`src/rtl/coarse_if.sv`:
```
// Handshake/bus bundle between the read counter side and the coarse ladder sequencer.
interface coarse_if;
  logic        enable;
  logic [5:0]  coarse_ang;
  logic        tlc1h;
  logic [11:0] dc;
  logic        cnt_up;
  logic        cnt_dn;
  logic        busy;
  logic        coarse_err;

  modport master (output enable, coarse_ang, tlc1h,
                  input  dc, cnt_up, cnt_dn, busy, coarse_err);
  modport slave  (input  enable, coarse_ang, tlc1h,
                  output dc, cnt_up, cnt_dn, busy, coarse_err);
endinterface

```
`src/rtl/coarse_seq.sv`:
```
// Coarse ladder sequencer: drives _DC1.._DC12, samples _TLC1H with DC12 on/off, pulses the read counter.
// Optional COARSE_SYNC_EN adds a 2-flop synchronizer on tlc1h.
module coarse_seq #(
  parameter int SETTLE    = 16,
  parameter int HOLDOFF   = 4,
  parameter int ERR_LIMIT = 8
) (
  input  logic     clk,
  input  logic     rst_n,
  coarse_if.slave  bus
);
  localparam int TMAX = (SETTLE > HOLDOFF) ? SETTLE : HOLDOFF;
  localparam int TW   = $clog2(TMAX + 1);
  localparam int EW   = $clog2(ERR_LIMIT + 1);

  typedef enum logic [2:0] {IDLE, SETTLE_H, SETTLE_L, DECIDE, HOLD} state_t;

  state_t          state;
  logic [TW-1:0]   timer;
  logic [EW-1:0]   errcnt;
  logic [5:0]      code;
  logic            h;
  logic [11:0]     dc_q;
  logic            up_q, dn_q, busy_q, err_q;
  logic            tlc_s;

`ifdef COARSE_SYNC_EN
  logic [1:0] sync;
  always_ff @(posedge clk or negedge rst_n)
    if (!rst_n) sync <= '0;
    else        sync <= {sync[0], bus.tlc1h};
  assign tlc_s = sync[1];
`else
  assign tlc_s = bus.tlc1h;
`endif

  // {DC12 bias, DC11..DC9 = ang[0..2], DC8..DC1 = octant pair}
  function automatic logic [11:0] dc_code(input logic [5:0] ang, input logic bias);
    logic [7:0] pair;
    case (ang[5:3])
      3'd0:    pair = 8'h88;
      3'd1:    pair = 8'h44;
      3'd2:    pair = 8'h14;
      3'd3:    pair = 8'h28;
      3'd4:    pair = 8'h22;
      3'd5:    pair = 8'h11;
      3'd6:    pair = 8'h41;
      default: pair = 8'h82;
    endcase
    return {bias, ang[0], ang[1], ang[2], pair};
  endfunction

  logic [EW-1:0] errcnt_inc;
  assign errcnt_inc = (errcnt < EW'(ERR_LIMIT)) ? errcnt + 1'b1 : errcnt;

  always_ff @(posedge clk or negedge rst_n) begin
    if (!rst_n) begin
      state  <= IDLE;
      timer  <= '0;
      errcnt <= '0;
      code   <= '0;
      h      <= 1'b0;
      dc_q   <= '0;
      up_q   <= 1'b0;
      dn_q   <= 1'b0;
      busy_q <= 1'b0;
      err_q  <= 1'b0;
    end else begin
      up_q <= 1'b0;
      dn_q <= 1'b0;
      if (state != IDLE && !bus.enable) begin
        // abort: measurement discarded, error history kept
        state  <= IDLE;
        dc_q   <= '0;
        busy_q <= 1'b0;
      end else begin
        case (state)
          IDLE: begin
            dc_q <= '0;
            if (bus.enable) begin
              code   <= bus.coarse_ang;
              dc_q   <= dc_code(bus.coarse_ang, 1'b1);
              timer  <= TW'(SETTLE - 1);
              busy_q <= 1'b1;
              state  <= SETTLE_H;
            end else begin
              err_q  <= 1'b0;
            end
          end
          SETTLE_H: begin
            if (timer == '0) begin
              h     <= tlc_s;
              dc_q  <= dc_code(code, 1'b0);
              timer <= TW'(SETTLE - 1);
              state <= SETTLE_L;
            end else begin
              timer <= timer - 1'b1;
            end
          end
          SETTLE_L: begin
            if (timer == '0) begin
              dc_q  <= '0;
              state <= DECIDE;
              // tlc_s here is the low-bias sample l
              if (h == tlc_s) begin
                up_q   <= h;
                dn_q   <= ~h;
                errcnt <= errcnt_inc;
                if (errcnt_inc == EW'(ERR_LIMIT)) err_q <= 1'b1;
              end else begin
                errcnt <= '0;
              end
            end else begin
              timer <= timer - 1'b1;
            end
          end
          DECIDE: begin
            timer <= TW'(HOLDOFF - 1);
            state <= HOLD;
          end
          HOLD: begin
            if (timer == '0) begin
              busy_q <= 1'b0;
              state  <= IDLE;
            end else begin
              timer <= timer - 1'b1;
            end
          end
          default: begin
            dc_q   <= '0;
            busy_q <= 1'b0;
            state  <= IDLE;
          end
        endcase
      end
    end
  end

  assign bus.dc         = dc_q;
  assign bus.cnt_up     = up_q;
  assign bus.cnt_dn     = dn_q;
  assign bus.busy       = busy_q;
  assign bus.coarse_err = err_q;
endmodule

```
`src/flat_wrapper.sv`:
```
// flat-port wrapper written by rule: the top's interface ports become plain ports
module coarse_seq_flat 
#(
  parameter int SETTLE    = 16,
  parameter int HOLDOFF   = 4,
  parameter int ERR_LIMIT = 8
)
  (clk, rst_n, bus_enable, bus_coarse_ang, bus_tlc1h, bus_dc, bus_cnt_up, bus_cnt_dn, bus_busy, bus_coarse_err);
  coarse_if bus_i ();
  input  logic clk;
  input  logic rst_n;
  input wire logic [$bits(bus_i.enable)-1:0] bus_enable;
  input wire logic [$bits(bus_i.coarse_ang)-1:0] bus_coarse_ang;
  input wire logic [$bits(bus_i.tlc1h)-1:0] bus_tlc1h;
  output wire logic [$bits(bus_i.dc)-1:0] bus_dc;
  output wire logic [$bits(bus_i.cnt_up)-1:0] bus_cnt_up;
  output wire logic [$bits(bus_i.cnt_dn)-1:0] bus_cnt_dn;
  output wire logic [$bits(bus_i.busy)-1:0] bus_busy;
  output wire logic [$bits(bus_i.coarse_err)-1:0] bus_coarse_err;
  assign bus_i.enable = bus_enable;
  assign bus_i.coarse_ang = bus_coarse_ang;
  assign bus_i.tlc1h = bus_tlc1h;
  assign bus_dc = bus_i.dc;
  assign bus_cnt_up = bus_i.cnt_up;
  assign bus_cnt_dn = bus_i.cnt_dn;
  assign bus_busy = bus_i.busy;
  assign bus_coarse_err = bus_i.coarse_err;
  coarse_seq #(.SETTLE(SETTLE), .HOLDOFF(HOLDOFF), .ERR_LIMIT(ERR_LIMIT)) u_core (.clk(clk), .rst_n(rst_n), .bus(bus_i));
endmodule
```
`config.mk`:
```
export PLATFORM = sky130hd
export DESIGN_NAME = coarse_seq_flat
export DESIGN_NICKNAME = d
export VERILOG_FILES = /design/src/rtl/coarse_if.sv /design/src/rtl/coarse_seq.sv /design/src/flat_wrapper.sv
export SDC_FILE = /design/constraint.sdc
export NUM_CORES = 1
export LEC_CHECK = 0
export CORE_MARGIN = 2
export CORE_UTILIZATION = 25
export DETAILED_ROUTE_END_ITERATION = 7
export GPL_TIMING_DRIVEN = 0
export PLACE_DENSITY = 0.39
export SYNTH_ARGS = -nofsm -noshare
export SYNTH_HDL_FRONTEND = slang
export SYNTH_SLANG_ARGS = --single-unit
```
`constraint.sdc`:
```
create_clock -name clk -period 7.3 [get_ports clk]
set_clock_uncertainty 0.15 [all_clocks]
set_input_delay 1.095 -clock clk [delete_from_list [all_inputs] [get_ports clk]]
set_output_delay 1.095 -clock clk [all_outputs]
set_load 0.02 [all_outputs]
```
==> qor.yml <==
mostFrequentLayoutCells: "35 x dfrtp_1, 24 x clkdlybuf4s50_1, 13 x clkbuf_1, 13 x nor2_1, 13 x nand2_1"
rsz0062_at_grt: "no"
leakage_nw: 1.073
power.density_nw_per_um2: 344.1
htree_levels: 2
drc: 0
ys_ff_latch: 35
synth_cell_types: 53
cts-root-buf: "clkbuf_8"
required_ps: 7370
maxCapViolCount: 0
end_kind: "flop"
final_util_pct: 31.66
dp_cells: 353
syn_nets: 241
fmax_mhz: 317.2
synth_cells: 223
holdBufCountCts: 0
max-slew-margin-rel_pct: 9.681
syn_area_per_cell_um2: 9.499
num_rows: 33
yosysSeqAreaShare_pct: 41.35
cts_buffer_depth: 2
grt.total_usage_pct: 12.78
seqCellArea_um2: 875.8
yosysWarnings: 0
netlist_area_um2: 2118
cts.clk_slew.worst_paths_ps: 80
min_path_type: "flop to flop"
ir_drop_mv: 0.08159
synthFlopType: "dfrtp_1"
min_period_ps: 3152
tns_ps: 0
synth_edf_count: 0
vias: 1773
cp_max_fo: 10
fin_crit_sh_pct: 43.18
coreArea_um2: 8217
postCtsResizedCells: 0
drt_iter0_drc: 53
die_w_um: 96.05
grt_pass1_wl_mm: 9.045
cts_tree: "done"
final_common_cell: "dfrtp_1"
first_pass_iters: 4
hold_viol_final: 0
num-fill-cells: 866
multiInputGateArea_um2: 1129
tightestPinTransition_ps: 1336
grt_max_degree: 36
final_antenna_net_count: 0
gp_congestion: 0.7228
async_flop_share_pct: 100.0
overflow: 0
fin_nets: 273
dp_hpwl_mm: 3.680
die_h_um: 96.05
routedWlPerCell_um: 14.71
worstPathArrival_ps: 3220
grt_antenna_before_repair: 0
die_area_um2: 9226
grt_pass1_vias: 1771
critPathKind: "input port to flop"
drv_slew: 0
yosysTopAreaCell: "dfrtp_1"
synth_top_area_share_pct: 41.35
ios: 26
status: "complete, no violations"
syn_to_final_growth_pct: 22.80
synthTopCellsByArea: "dfrtp_1 41%, ha_1 4.7%, mux2_2 3.2%, a21oi_1 2.8%, a22o_1 2.5%"
fin_cells: 361
post_cts_buffers: 0
drive_gt1_share_pct: 9.766
via_per_inst: 4.911
finalSetupViolCount: 0
cts_buffers: 5
clk_latency_ps: 290
insertedDiodeCount: 0
initial_core_util_pct: 25.78
wl_mm: 5.312
port_buffers: 25
startpoint_type: "input port"
cts_sinks: 35
flip-flops by register name, indices dropped and copies added, names as in the netlist:
| signal | cells |
|---|---|
| u_core.bus.busy | 1 |
| u_core.bus.cnt_dn | 1 |
| u_core.bus.cnt_up | 1 |
| u_core.bus.coarse_err | 1 |
| u_core.bus.dc | 12 |
| u_core.code | 6 |
| u_core.errcnt | 4 |
| u_core.h | 1 |
| u_core.state | 3 |
| u_core.timer | 5 |
power breakdown:
group	internal, mW	leakage (nW)	switching [mW]	total, mW
registers	0.253	0.446	0.0330	0.286
logic	0.196	0.575	0.253	0.449
clock network	0.0863	0.0515	0.0740	0.160
cells in the mapped netlist, types with 7 or more instances:
master	n
a21oi_1	12
clkbuf_1	12
nand2_1	13
inv_1	11
ha_1	8
nor2_1	13
o21ai_0	7
dfrtp_1	35
nor3_1	9
path summary, 6_finish.rpt:
check / slack, ps / start / end / depth (start not counted)
max: 4150 / bus_enable / u_core.timer[1]$_DFFE_PN0P_ / 8
min: 330 / u_core.bus.dc[7]$_DFFE_PN0P_ / u_core.bus.dc[7]$_DFFE_PN0P_ / 1
max reg2reg: 4480 / u_core.timer[0]$_DFFE_PN0P_ / u_core.bus.dc[7]$_DFFE_PN0P_ / 6
min reg2reg: 330 / u_core.bus.dc[7]$_DFFE_PN0P_ / u_core.bus.dc[7]$_DFFE_PN0P_ / 1
max in group asynchronous: 5720 / rst_n / u_core.bus.dc[9]$_DFFE_PN0P_ / 1
min in group asynchronous: 760 / rst_n / u_core.timer[2]$_DFFE_PN0P_ / 1
per-stage QoR:
step / setup WS (ps) / cell area, um^2 / hold WS (ps) / total power [mW]
after floorplan: 4778 / 2118 / 331.1 / 0.5912
after global placement: 3788 / 2500 / 311.8 / 0.7460
after detailed placement: 3832 / 2495 / 317.7 / 0.7429
after CTS: 4098 / 2595 / 334.4 / 0.9068
after global routing: 3928 / 2601 / 355.0 / 0.9696
final: 4148 / 2601 / 329.3 / 0.8950
kinds of logic (layout without fill, tap and decap cells):
kind of cell	count (synthesis)	after routing	share of synthesized area, %
flip-flops	35	35	41.35
XOR/XNOR	3	3	1.241
AO/OA/AOI/OAI	65	65	22.03
buffers and inverters	28	61	5.670
multiplexers	11	11	5.552
adder cells (fa/ha/maj)	8	8	4.726
AND/OR/NAND/NOR	73	73	19.43
critical path, stage by stage:
cell and delay, ps:
clkdlybuf4s50_1 540, inv_1 90, ha_1 190, clkbuf_1 250
nor2_1 370, and3_1 290, and2_1 200, a2bb2oi_1 180
layout make-up:
cell class / count / area share, %
plain buffers: 16 / 2.886
repair buffers: 25 / 9.428
well taps: 105 / 5.051
clock buffers: 8 / 3.848
flip-flops and latches: 35 / 33.67
multi-input cells: 160 / 43.39
inverters: 12 / 1.732
metal layers:
layer	share of wire (%)	routed length (um)	track usage (%)	vias to the layer above
li1	-	-	-	889
met3	3.1	167	2.741	5
met2	46	2450	19.91	24
met5	0	0	0	-
met4	1.1	61	4.286	0
met1	50	2633	17.53	855
Power figures use the tool's default switching activity.
==> variant: new RTL, same settings <==
`ERR_LIMIT` is set to 8 in 2 places; all go to 16.
--- a/src/rtl/coarse_seq.sv
+++ b/src/rtl/coarse_seq.sv
@@ -5,3 +5,3 @@
   parameter int HOLDOFF   = 4,
-  parameter int ERR_LIMIT = 8
+  parameter int ERR_LIMIT = 16
 ) (
--- a/src/flat_wrapper.sv
+++ b/src/flat_wrapper.sv
@@ -5,3 +5,3 @@
   parameter int HOLDOFF   = 4,
-  parameter int ERR_LIMIT = 8
+  parameter int ERR_LIMIT = 16
 )
Check against the original RTL: no difference found for any inputs over 10 cycles, from zero or initial values and one cycle with rst_n low; that may be too few to reach the edited logic, so the function may still have changed.
==> variant against the original RTL <==
Setup slack lost 0.026 ns. Sequential cell count grew 1. Power rose by 6.2%. Non-clock buffer count decreased by 3. Cell count down 0.55%. Area after synthesis grew 2.5%. Wire length grew 3.3%. Critical path depth rose by 1. Cell area is 3.8% higher. Register-to-register slack got worse by 0.04 ns. Count of clock-buffer cells in the layout shrank 1. Critical path type unchanged. Largest cell class unchanged. Highest routed layer unchanged.
==> variant: results (changes against the original RTL) <==
Power
  • Static leakage: 1.12 nW (+4.3%)
  • Worst vdd ir: 97.0 uV (+19%)

Timing
  • Worst slew pin tran: 0.744 ns (-0.591 ns)

Setup path
  • Critical R2R Launch: u_core.state[1]
  • Worst Path Arrival: 3.18 ns (-0.04 ns)
  • CP Launch Point: bus_enable
  • Slowest stage delay, CP: 0.55 ns
  • Critical-path top delay cell: clkdlybuf4s50_1
  • CP max FO: 8 (-2)

Clock network
  • Clock Path Buffers: 2 (unchanged)
  • Root Driver: clkbuf_8
  • Clock transition at path regs: 0.08 ns (about the same)
  • Post-CTS Setup Bufs: 0 (unchanged)
  • Number of CTS-inserted buffers: 5 (unchanged)
  • Worst skew pair latency: 0.29 ns (about the same)
  • CTS resizes: 0 (unchanged)
  • CTS H-tree depth: 2 (unchanged)

Cells and area
  • Fin cells: 359 (-0.55%)
  • Share of layout cells above drive strength 1: 12.6% (+2.8 points)
  • Max reg flops: 12 (unchanged)
  • Final net count: 271 (-0.73%)
  • Diode count: 0 (unchanged)
  • FILL cells: 864 (-0.23%)

Synth
  • Synthesized netlist net count: 238 (-1.2%)
  • Area contributors post-synth: dfrtp_1 (41%), ha_1 (4.6%), mux2_2 (3.6%)
  • Synth unique cells: 56 (+5.7%)
  • Syn avg cell area: 9.87 sq um (+3.9%)
  • Synth async-reset ratio: 100% (unchanged)
  • Seq/Total Area, Yosys: 41.5% (+0.15 points)
  • Most common library cells after synthesis: dfrtp_1 (36), inv_1 (16), o21ai_0 (15), a21oi_1 (12)
  • YS warnings: 0 (unchanged)

Placement
  • Post-DP HPWL: 3990 microns (+8.3%)
  • Final GP Congestion: 0.799 (+11%)
  • Port Buffers: 25 (unchanged)
  • Dpl cells: 351 (-0.57%)

Global routing
  • Vias in the first global route: 1737 (-1.9%)
  • Pin count of the biggest net entering global routing: 20 (-44%)
  • Initial antenna violation count: 0 (unchanged)
  • GRT Total Usage: 11.9% (-0.88 points)
  • First-pass GRT wire length: 9100 microns (+0.62%)

Detailed routing
  • First-iteration detailed-routing DRC count: 75 (+42%)
  • Via count: 1759 (-0.79%)
  • Wirelength per Cell: 15.3 microns (+3.9%)
  • 1st-pass router iterations: 4 (unchanged)

Status
  • Run status: complete, no violations

Min path
  • Hold Crit Class: reg -> reg
  • Hold path start: u_core.bus.dc[7]
variant: cell count changes after synthesis, moves of 3 or more:
cell,delta
a32oi_1,-3
o21ai_0,+8
inv_1,+5
clkbuf_1,-5
and2_1,-5
nor2_1,-3
nand2_1,-3
o22ai_1,-3
buf_2,+3
variant: critical path: cells and delay by family:
| kind | cells | cell delay (ns) |
|---|---|---|
| buffers and inverters | 4 | 0.96 |
| and+or+nand+nor | 2 | 0.65 |
| AOI/OAI and AO/OA | 2 | 0.27 |
| adders and majority gates | 1 | 0.19 |
variant: stage by stage:
stage	setup slack, ns	area (sq um)	utilization (%)	hold WS, ns
6_report	4.12	2700	32.5	0.339
5_1_grt	3.94	2700	32.5	0.360
4_1_cts	4.10	2700	32.5	0.343
3_5_place_dp	3.78	2570	31.0	0.322
3_3_place_gp	3.80	2550	30.8	0.312
2_1_floorplan	4.58	2170	-	0.331
variant: power by group:
group	leakage [nW]	switching [mW]	total (mW)	internal, mW
sequential	0.458	0.0462	0.307	0.261
clock	0.0645	0.0784	0.199	0.121
combinational	0.597	0.244	0.444	0.201
total	1.12	0.368	0.951	0.582
variant: kinds of logic (layout without fill, tap and decap cells):
family | after synthesis | count (layout) | synth area share [%]
flip-flops | 36 | 36 | 41.5
AO/OA/AOI/OAI | 68 | 68 | 22.4
buffers and inverters | 28 | 62 | 5.42
AND/OR/NAND/NOR | 63 | 63 | 18.1
XOR/XNOR | 4 | 4 | 1.61
multiplexers | 13 | 13 | 6.40
adder cells (fa/ha/maj) | 8 | 8 | 4.61
variant: per-layer routing:
| layer | GRT usage [%] | vias up | wire [microns] |
|---|---|---|---|
| li1 | - | 889 | - |
| met1 | 17.6 | 838 | 2850 |
| met2 | 17.5 | 26 | 2400 |
| met4 | 3.25 | 0 | 65 |
| met3 | 2.37 | 6 | 172 |
| met5 | 0 | - | 0 |
variant: layout make-up:
cell class,instances,area (sq um),area share (%)
flip-flops and latches,36,901,33.3
clock buffers,7,96.3,3.57
clock inverters,1,30.0,1.11
repair buffers,26,273,10.1
plain buffers,12,57.6,2.13
multi-input cells,156,1150,42.7
inverters,16,60.1,2.22
well taps,105,131,4.86
variant: path summary, 6_finish.rpt:
kind | end | slack [ns] | cells after the start
hold / removal | u_core.bus.dc[7] | 0.34 | 1
setup reg to reg | u_core.timer[3] | 4.44 | 11
hold reg to reg | u_core.bus.dc[7] | 0.34 | 1
min in group asynchronous | u_core.bus.dc[7] | 0.61 | 1
setup / recovery | u_core.timer[3] | 4.12 | 9
max in group asynchronous | u_core.timer[4] | 5.91 | 2
